===== config.mk =====
export PLATFORM = sky130hd
export DESIGN_NAME = fifo_sync_flags
export DESIGN_NICKNAME = d
export VERILOG_FILES = /design/src/rtl/fifo_sync_flags.sv
export SDC_FILE = /design/constraint.sdc
export NUM_CORES = 1
export LEC_CHECK = 0
export CELL_PAD_IN_SITES_DETAIL_PLACEMENT = 1
export CELL_PAD_IN_SITES_GLOBAL_PLACEMENT = 1
export CORE_ASPECT_RATIO = 0.7
export CORE_MARGIN = 5
export CORE_UTILIZATION = 45
export CTS_BUF_LIST = sky130_fd_sc_hd__clkbuf_4
export CTS_CLUSTER_DIAMETER = 120
export CTS_CLUSTER_SIZE = 10
export DETAILED_ROUTE_END_ITERATION = 8
export PLACE_DENSITY_LB_ADDON = 0.1
export RECOVER_POWER = 25
export SETUP_SLACK_MARGIN = 0.05
export SLEW_MARGIN = 40
export SYNTH_ARGS = -nofsm -noshare
export SYNTH_HDL_FRONTEND = slang
export SYNTH_SLANG_ARGS = --single-unit

===== constraint.sdc =====
create_clock -name clk -period 2.53 [get_ports clk]
set_input_delay 0.3795 -clock clk [delete_from_list [all_inputs] [get_ports clk]]
set_output_delay 0.3795 -clock clk [all_outputs]
set_load 0.02 [all_outputs]

===== src/rtl/fifo_sync_flags.sv =====
// rtl/fifo_sync_flags.sv - single-clock FIFO with level flags, occupancy count and sticky errors
// Optional feature macro: FIFO_FWFT_EN selects first-word fall-through read data.
module fifo_sync_flags #(
    parameter int DEPTH      = 8,
    parameter int DATA_WIDTH = 8,
    parameter int AF_LEVEL   = DEPTH - 2,
    parameter int AE_LEVEL   = 1
) (
    input  logic                         clk,
    input  logic                         rst,
    input  logic                         w_en,
    input  logic                         r_en,
    input  logic [DATA_WIDTH-1:0]        data_in,
    output logic [DATA_WIDTH-1:0]        data_out,
    output logic                         full,
    output logic                         empty,
    output logic                         almost_full,
    output logic                         almost_empty,
    output logic [$clog2(DEPTH+1)-1:0]   count,
    output logic                         overflow,
    output logic                         underflow,
    input  logic                         clr_err
);

    localparam int AW = $clog2(DEPTH);
    localparam int CW = $clog2(DEPTH + 1);

    // Reject illegal configurations at elaboration time.
    if ((DEPTH < 2) || ((DEPTH & (DEPTH - 1)) != 0)) begin : g_bad_depth
        $fatal(1, "fifo_sync_flags: DEPTH must be a power of 2 and at least 2");
    end
    if ((AF_LEVEL < 1) || (AF_LEVEL > DEPTH)) begin : g_bad_af
        $fatal(1, "fifo_sync_flags: AF_LEVEL out of range 1..DEPTH");
    end
    if ((AE_LEVEL < 0) || (AE_LEVEL > DEPTH - 1)) begin : g_bad_ae
        $fatal(1, "fifo_sync_flags: AE_LEVEL out of range 0..DEPTH-1");
    end

    logic [DATA_WIDTH-1:0] r_mem [DEPTH];
    logic [AW-1:0]         r_wr_ptr;
    logic [AW-1:0]         r_rd_ptr;
    logic [CW-1:0]         r_count;
    logic                  r_overflow;
    logic                  r_underflow;

    logic w_rd_ok;
    logic w_wr_ok;
    logic w_ovf_set;
    logic w_unf_set;

    // Flags are pure decodes of the occupancy register.
    assign full         = (r_count == CW'(DEPTH));
    assign empty        = (r_count == '0);
    assign almost_full  = (r_count >= CW'(AF_LEVEL));
    assign almost_empty = (r_count <= CW'(AE_LEVEL));
    assign count        = r_count;
    assign overflow     = r_overflow;
    assign underflow    = r_underflow;

    // A write into a full FIFO only succeeds when the same cycle frees a slot.
    assign w_rd_ok   = r_en && !empty;
    assign w_wr_ok   = w_en && (!full || w_rd_ok);
    assign w_ovf_set = w_en && full && !w_rd_ok;
    assign w_unf_set = r_en && empty;

    // Pointer and occupancy bookkeeping; pointers wrap naturally at DEPTH.
    always_ff @(posedge clk) begin
        if (rst) begin
            r_wr_ptr <= '0;
            r_rd_ptr <= '0;
            r_count  <= '0;
        end else begin
            if (w_wr_ok) r_wr_ptr <= r_wr_ptr + AW'(1);
            if (w_rd_ok) r_rd_ptr <= r_rd_ptr + AW'(1);
            if (w_wr_ok && !w_rd_ok)
                r_count <= r_count + CW'(1);
            else if (w_rd_ok && !w_wr_ok)
                r_count <= r_count - CW'(1);
        end
    end

    // Storage array; contents survive reset, but reset blocks the write.
    always_ff @(posedge clk) begin
        if (!rst && w_wr_ok) r_mem[r_wr_ptr] <= data_in;
    end

`ifdef FIFO_FWFT_EN
    // Head of queue is always presented; meaningless while empty.
    assign data_out = r_mem[r_rd_ptr];
`else
    logic [DATA_WIDTH-1:0] r_data_out;

    // Registered read: one cycle latency, holds value when no read is accepted.
    always_ff @(posedge clk) begin
        if (rst)
            r_data_out <= '0;
        else if (w_rd_ok)
            r_data_out <= r_mem[r_rd_ptr];
    end

    assign data_out = r_data_out;
`endif

    // Sticky error flags; a new error in the clearing cycle keeps the flag set.
    always_ff @(posedge clk) begin
        if (rst) begin
            r_overflow  <= 1'b0;
            r_underflow <= 1'b0;
        end else begin
            if (w_ovf_set)    r_overflow <= 1'b1;
            else if (clr_err) r_overflow <= 1'b0;
            if (w_unf_set)    r_underflow <= 1'b1;
            else if (clr_err) r_underflow <= 1'b0;
        end
    end

endmodule


==> reports/metrics.csv, run 1 <==
metric,value,unit
vias in the first global route,1999,
crit-path max cell delay,0.43,ns
Final period util,90.4,%
largest net degree at the start of global routing,21,
DIE WIDTH,114,um
Pleak,1.41,nW
GRT Residual Overflow,0,
CTS tree,yes,
grt met1 use,23.1,%
"Cell Count, Final, Fillers Out",386,
GR Util met3,5.24,%
die footprint,9380,um2
Tightest Pin Transition,0.846,ns
critical path class,register to output port,
via count,2021,
Multi-input gate area,1010,um2
row count,26,
post-synthesis sequential area ratio,68.6,%
syn_nets,248,
final instance area,4070,um2
DRT Pass-1 Iters,4,
Critical path buffers and inverters,3,
nets,304,
post-synth top area share,56.8,%
Antenna Violating Nets Remaining,0,
drt wl/cell,19.0,um
synth unique cells,32,
Cell Int Power,2.44,mW
layout cells sized above 1,16.3,%
Hold Crit Class,register to register,
clk sink count,84,
post-layout minimum cycle time,2.29,ns
most frequent cells in the layout,"edfxtp_1, mux2i_1, clkdlybuf4s50_1, buf_4, dfxtp_1",
area grow syn2layout,20.4,%
# DRC,0,
DP Area,3970,um2
Via density,5.24,
worst path required time,2.15,ns
deepest clock path buffer count,2,
Synth Register Bits,84,
data arrival time of the worst path,1.91,ns
ANT cells,0,
busiest metal layer after global routing,met2,
Post-Syn Area,3380,um2
max-capacitance violation count,0,
CP Capture Type,output port,
Placeable Area,7320,um2
Reg area,2320,um2
CP startpoint kind,register,
global-route wire length before repair,11100,um
"Critical Path, Cell by Cell","inv_1, ha_1, or3b_4, inv_1, dlygate4sd2_1",
clock skew after layout,0.0312,ns
clock share of power,17.1,%
total wire length,7340,um
Cells after DPL,370,
Peak VDD IR,664,uV
Gate power share,36.1,%
"slowest stage cell, crit path",or3b_4,
"Hold-fix buffers, CTS",0,
fill count,724,
RSZ-0062 raised after global routing,false,
clk_lat worst skew,0.43,ns
GR Util met2,25.6,%
root buf cell,clkbuf_4,
Final Hold Vio Count,0,
synth top area cells,"edfxtp_1, dfxtp_1, mux2i_1",
H-tree depth,3,
final setup TNS,0,ns
WHS,0.479,ns
"most common cell after layout, fill and taps aside",edfxtp_1,
mean post-synth cell area,14.9,um2
switching share of power,34.3,%
worst rel slew slack,43.4,%
Max Freq,437,MHz
Pins Over Slew Limit,0,
CTS Buf Count,9,
die height,82.5,um
post-DP HPWL,5090,um
gr usage total,16.7,%
# setup viols final,0,
NetSw,1.27,mW
Worst path top cell family by delay,buffers and inverters,
Final Wtd Congestion,0.724,
postcts setup bufs,0,
Reg power frac,46.8,%
post-synthesis cell count,227,
outcome,completed,
Pwr Density,912,nW/um2
YS warnings,0,
"critical path fanouts, max",5,
io pins,31,
largest area contributor in the netlist,edfxtp_1,
drt first-iter violations,131,
Initial Utilization,46.2,%
Worst-path clk slew,0.13,ns
"most used cell, CP",inv_1,
# port buffers,30,
antenna violations before repair,0,
## synth_stat cells
cell      instances
a21oi_1           6
a21oi_2           2
a22oi_1          16
a32o_1            8
and2_1            1
buf_1             4
buf_2             2
buf_4             3
dfxtp_1          20
edfxtp_1         64
ha_1              8
inv_1             5
mux2i_1          33
nand2_1           6
nand2_2           1
nand2b_1          2
nand3_1           2
nand3b_1          3
nand4_1           1
nor2_1           17
nor2b_1           3
nor3_1            4
nor4_1            1
nor4b_1           1
o211ai_1          1
o21ai_0           2
o21ai_2           1
or3_1             1
or3b_4            1
or4_1             1
xnor2_1           2
xor2_1            5
## area by class of cell
type                       count  share of cell area [%]
sequential                    84                    57.0
multi-input combinational    129                    24.8
inverter                       5                   0.461
tap                           98                    3.01
clock buffer                  10                    1.84
timing repair buffer          54                    12.1
clock inverter                 6                   0.799
## metrics by stage
| step | power (mW) | worst slack, ns | utilization [%] |
|---|---|---|---|
| detailed placement | 3.13 | 0.211 | 54.2 |
| CTS | 3.76 | 0.186 | 55.6 |
| finish | 3.71 | 0.242 | 55.7 |
| global route | 3.93 | 0.0710 | 55.7 |
| global placement | 3.10 | 0.260 | 54.2 |
| floorplan | 2.60 | 0.0915 | - |
## worst reg2reg max path: cells and delay by family (launching register included)
kind,cells,cell delay [ns]
AOI/OAI and AO/OA,1,0.16
xor gates and xnor gates,1,0.13
adders and majority gates,2,0.50
buffers and inverters,1,0.08
DFF,1,0.35
and+or+nand+nor,4,0.87
## logic make-up (layout without fill, tap and decap cells)
kind of cell               Yosys count  in the layout  synth area share (%)
adders and majority gates            8              8                  2.96
muxes                               33             33                  9.76
xor gates and xnor gates             7              7                  1.81
DFF                                 84             84                  68.6
buffers and inverters               14             75                  1.96
AOI/OAI and AO/OA                   36             36                  8.10
and+or+nand+nor                     45             45                  6.77
## routing by layer
layer	up-vias	wire length [um]
met5	-	0
met4	0	72
met3	9	404
met2	41	3320
met1	996	3540
li1	975	-
## registers in the layout (all words and copies together), names as in the netlist
| signal | cells |
|---|---|
| underflow | 1 |
| count | 4 |
| data_out | 8 |
| r_rd_ptr | 3 |
| overflow | 1 |
| r_wr_ptr | 3 |
| r_mem | 64 |
## path summary, 6_finish.rpt
path / from / to / slack (ns) / cells after the start
max reg2reg: count[0] / count[3] / 0.33 / 9
min reg2reg: overflow / overflow / 0.48 / 2
max: count[0] / empty / 0.24 / 5
min: overflow / overflow / 0.48 / 2
## timing repair
item,4_1_cts,5_1_grt
setup endpoints to repair,1,0
resized for setup,1,0
hold endpoints to repair,0,0
## power by group through the flow
stage	combinational, mW	clock [mW]	sequential (mW)
2_1_floorplan	0.793	0	1.80
3_3_place_gp	1.34	0	1.77
3_5_place_dp	1.36	0	1.77
4_1_cts	1.36	0.661	1.74
5_1_grt	1.45	0.721	1.76
6_report	1.34	0.633	1.74
No activity file was read; power rests on OpenSTA's default activity.
==> run 2, diff against run 1 <==
--- a/config.mk
+++ b/config.mk
@@ -5,6 +5,7 @@
 export SDC_FILE = /design/constraint.sdc
 export NUM_CORES = 1
 export LEC_CHECK = 0
+export ABC_CLOCK_PERIOD_IN_PS = 2530
 export CELL_PAD_IN_SITES_DETAIL_PLACEMENT = 1
 export CELL_PAD_IN_SITES_GLOBAL_PLACEMENT = 1
 export CORE_ASPECT_RATIO = 0.7
@@ -16,6 +17,7 @@
 export DETAILED_ROUTE_END_ITERATION = 8
 export PLACE_DENSITY_LB_ADDON = 0.1
 export RECOVER_POWER = 25
+export REMOVE_ABC_BUFFERS = 1
 export SETUP_SLACK_MARGIN = 0.05
 export SLEW_MARGIN = 40
 export SYNTH_ARGS = -nofsm -noshare
==> run 2 against run 1 <==
Clock skew fell by 0.017 ns. Utilization fell by 0.50 points. Final cell count fell by 1.6%.
==> reports/metrics.csv, run 2 (synthesized netlist as in run 1, its figures left out) <==
metric,value,unit,change
clock skew after layout,0.0145,ns,-0.0167 ns
most frequent cells in the layout,"edfxtp_1, mux2i_1, clkdlybuf4s50_1",,
die footprint,9380,um2,unchanged
Final Hold Vio Count,0,,unchanged
critical path class,register to output port,,
Pins Over Slew Limit,0,,unchanged
ANT cells,0,,unchanged
max reg flops,64,,unchanged
Multi-input gate area,1010,um2,-0.25%
via count,2052,,+1.5%
Reg power frac,47.1,%,+0.3 points
Pwr Density,920,nW/um2,+0.90%
Tightest Pin Transition,0.844,ns,-0.00163 ns
Hold Crit Class,register to register,,
vias in the first global route,2113,,+5.7%
outcome,completed,,
final core occ,55.2,%,-0.50 points
Antenna Violating Nets Remaining,0,,unchanged
Via density,5.40,,+3.1%
H-tree depth,3,,unchanged
NetSw,1.24,mW,-2.9%
RSZ-0062 raised after global routing,false,,
final instance area,4040,um2,-0.89%
Cell Int Power,2.48,mW,+1.5%
antenna violations before repair,0,,unchanged
WHS,0.479,ns,-0.000206 ns
total wire length,7250,um,-1.2%
Max Freq,432,MHz,-1.1%
DP Area,3920,um2,-1.1%
post-layout minimum cycle time,2.31,ns,+0.0254 ns
Peak VDD IR,405,uV,-39%
fill count,723,,-0.14%
Final Wtd Congestion,0.735,,+1.5%
GRT Residual Overflow,0,,unchanged
DRT Pass-1 Iters,4,,unchanged
Placeable Area,7320,um2,unchanged
CP Capture Type,output port,,
CP startpoint kind,register,,
"most common cell after layout, fill and taps aside",edfxtp_1,,
root buf cell,clkbuf_4,,
Setup WS post-layout,0.216,ns,-0.0254 ns
Tot Pwr,3.71,mW,about the same
global-route wire length before repair,11300,um,+2.0%
pre-CTS setup slack,0.230,ns,+0.0185 ns
DIE WIDTH,114,um,unchanged
worst path required time,2.15,ns,about the same
max-capacitance violation count,0,,unchanged
io pins,31,,unchanged
Gate power share,35.5,%,-0.6 points
layout cells sized above 1,15.2,%,-1.1 points
post-DP HPWL,4990,um,-2.0%
clock share of power,17.4,%,+0.3 points
Final period util,91.5,%,+1.0 points
area grow syn2layout,19.3,%,
data arrival time of the worst path,1.93,ns,+0.02 ns
# port buffers,30,,unchanged
# setup viols final,0,,unchanged
Top reg by flops,r_mem,,
clk_lat worst skew,0.42,ns,about the same
largest net degree at the start of global routing,23,,+9.5%
Reg area,2330,um2,+0.11%
Pleak,1.40,nW,-0.49%
Initial Utilization,46.2,%,unchanged
deepest clock path buffer count,2,,unchanged
# DRC,0,,unchanged
switching share of power,33.3,%,-0.99 points
die height,82.5,um,unchanged
drt wl/cell,19.1,um,+0.33%
drt first-iter violations,120,,-8.4%
clk sink count,84,,unchanged
CTS Buf Count,9,,unchanged
row count,26,,unchanged
gr usage total,16.8,%,+0.16 points
Worst-path clk slew,0.11,ns,-0.02 ns
"critical path fanouts, max",7,,+2
worst rel slew slack,43.5,%,+0.11 points
CTS tree,yes,,
nets,298,,-2.0%
run 2: cell count changes in the layout (fill, tap and decap cells not counted):
cell / before / now
dfxtp_1: 19 / 17
clkinv_2: 2 / 1
clkinv_1: 2 / 1
clkdlybuf4s50_1: 23 / 22
clkbuf_4: 10 / 13
dfxtp_2: 1 / 3
nor2b_1: 2 / 3
nor2b_2: 1 / 0
buf_4: 23 / 17
dlymetal6s2s_1: 0 / 1
clkinvlp_4: 2 / 1
run 2: metrics by stage:
| step | setup TNS (ns) | std cells |
|---|---|---|
| finish | 0 | 380 |
| global route | 0 | 380 |
| CTS | 0 | 380 |
| detailed placement | 0 | 364 |
| global placement | 0 | 364 |
| floorplan | -0.00900 | 218 |
run 2: power by group through the flow:
stage | clock [mW] | sequential, mW | combinational (mW)
3_3_place_gp | 0 | 1.77 | 1.33
6_report | 0.647 | 1.75 | 1.32
3_5_place_dp | 0 | 1.78 | 1.34
2_1_floorplan | 0 | 1.89 | 0.679
5_1_grt | 0.721 | 1.77 | 1.42
4_1_cts | 0.674 | 1.75 | 1.33
run 2: critical path, cell delays in order, from the launching register on:
cell and delay [ns]:
dfxtp_2 0.38, inv_1 0.11, ha_1 0.18, or3b_4 0.42
inv_1 0.09, dlygate4sd2_1 0.34
run 2: cell type report:
type	count	area share, %
inverter	5	0.465
sequential	84	57.6
timing repair buffer	48	11.1
tap	98	3.04
multi-input combinational	129	24.9
clock buffer	13	2.42
clock inverter	3	0.403
run 2: path summary, 6_finish.rpt:
kind | startpoint | end | slack, ns | depth (start not counted)
hold / removal | data_out[0] | data_out[0] | 0.48 | 1
setup / recovery | count[0] | empty | 0.22 | 5
hold reg to reg | data_out[0] | data_out[0] | 0.48 | 1
setup reg to reg | count[0] | count[3] | 0.34 | 9
run 2: timing repair:
action	CTS	global route
hold buffers	0	0
resized for setup	1	3
endpoints found under the setup margin	1	4
pin swaps	0	0
gates cloned	0	0
buffers inserted	0	0
run 2: routing by layer:
| layer | routed length, um | up-vias | GRT usage, % |
|---|---|---|---|
| met2 | 3390 | 32 | 27.5 |
| met4 | 56 | 0 | 3.96 |
| li1 | - | 969 | - |
| met5 | 0 | - | 0 |
| met1 | 3510 | 1046 | 22.2 |
| met3 | 289 | 5 | 5.10 |
==> run 3, diff against run 2 <==
--- a/config.mk
+++ b/config.mk
@@ -6,6 +6,7 @@
 export NUM_CORES = 1
 export LEC_CHECK = 0
 export ABC_CLOCK_PERIOD_IN_PS = 2530
+export CAP_MARGIN = 0
 export CELL_PAD_IN_SITES_DETAIL_PLACEMENT = 1
 export CELL_PAD_IN_SITES_GLOBAL_PLACEMENT = 1
 export CORE_ASPECT_RATIO = 0.7
==> results of run 3 <==
No change in the layout: final DEF, timing and power equal those of run 2.
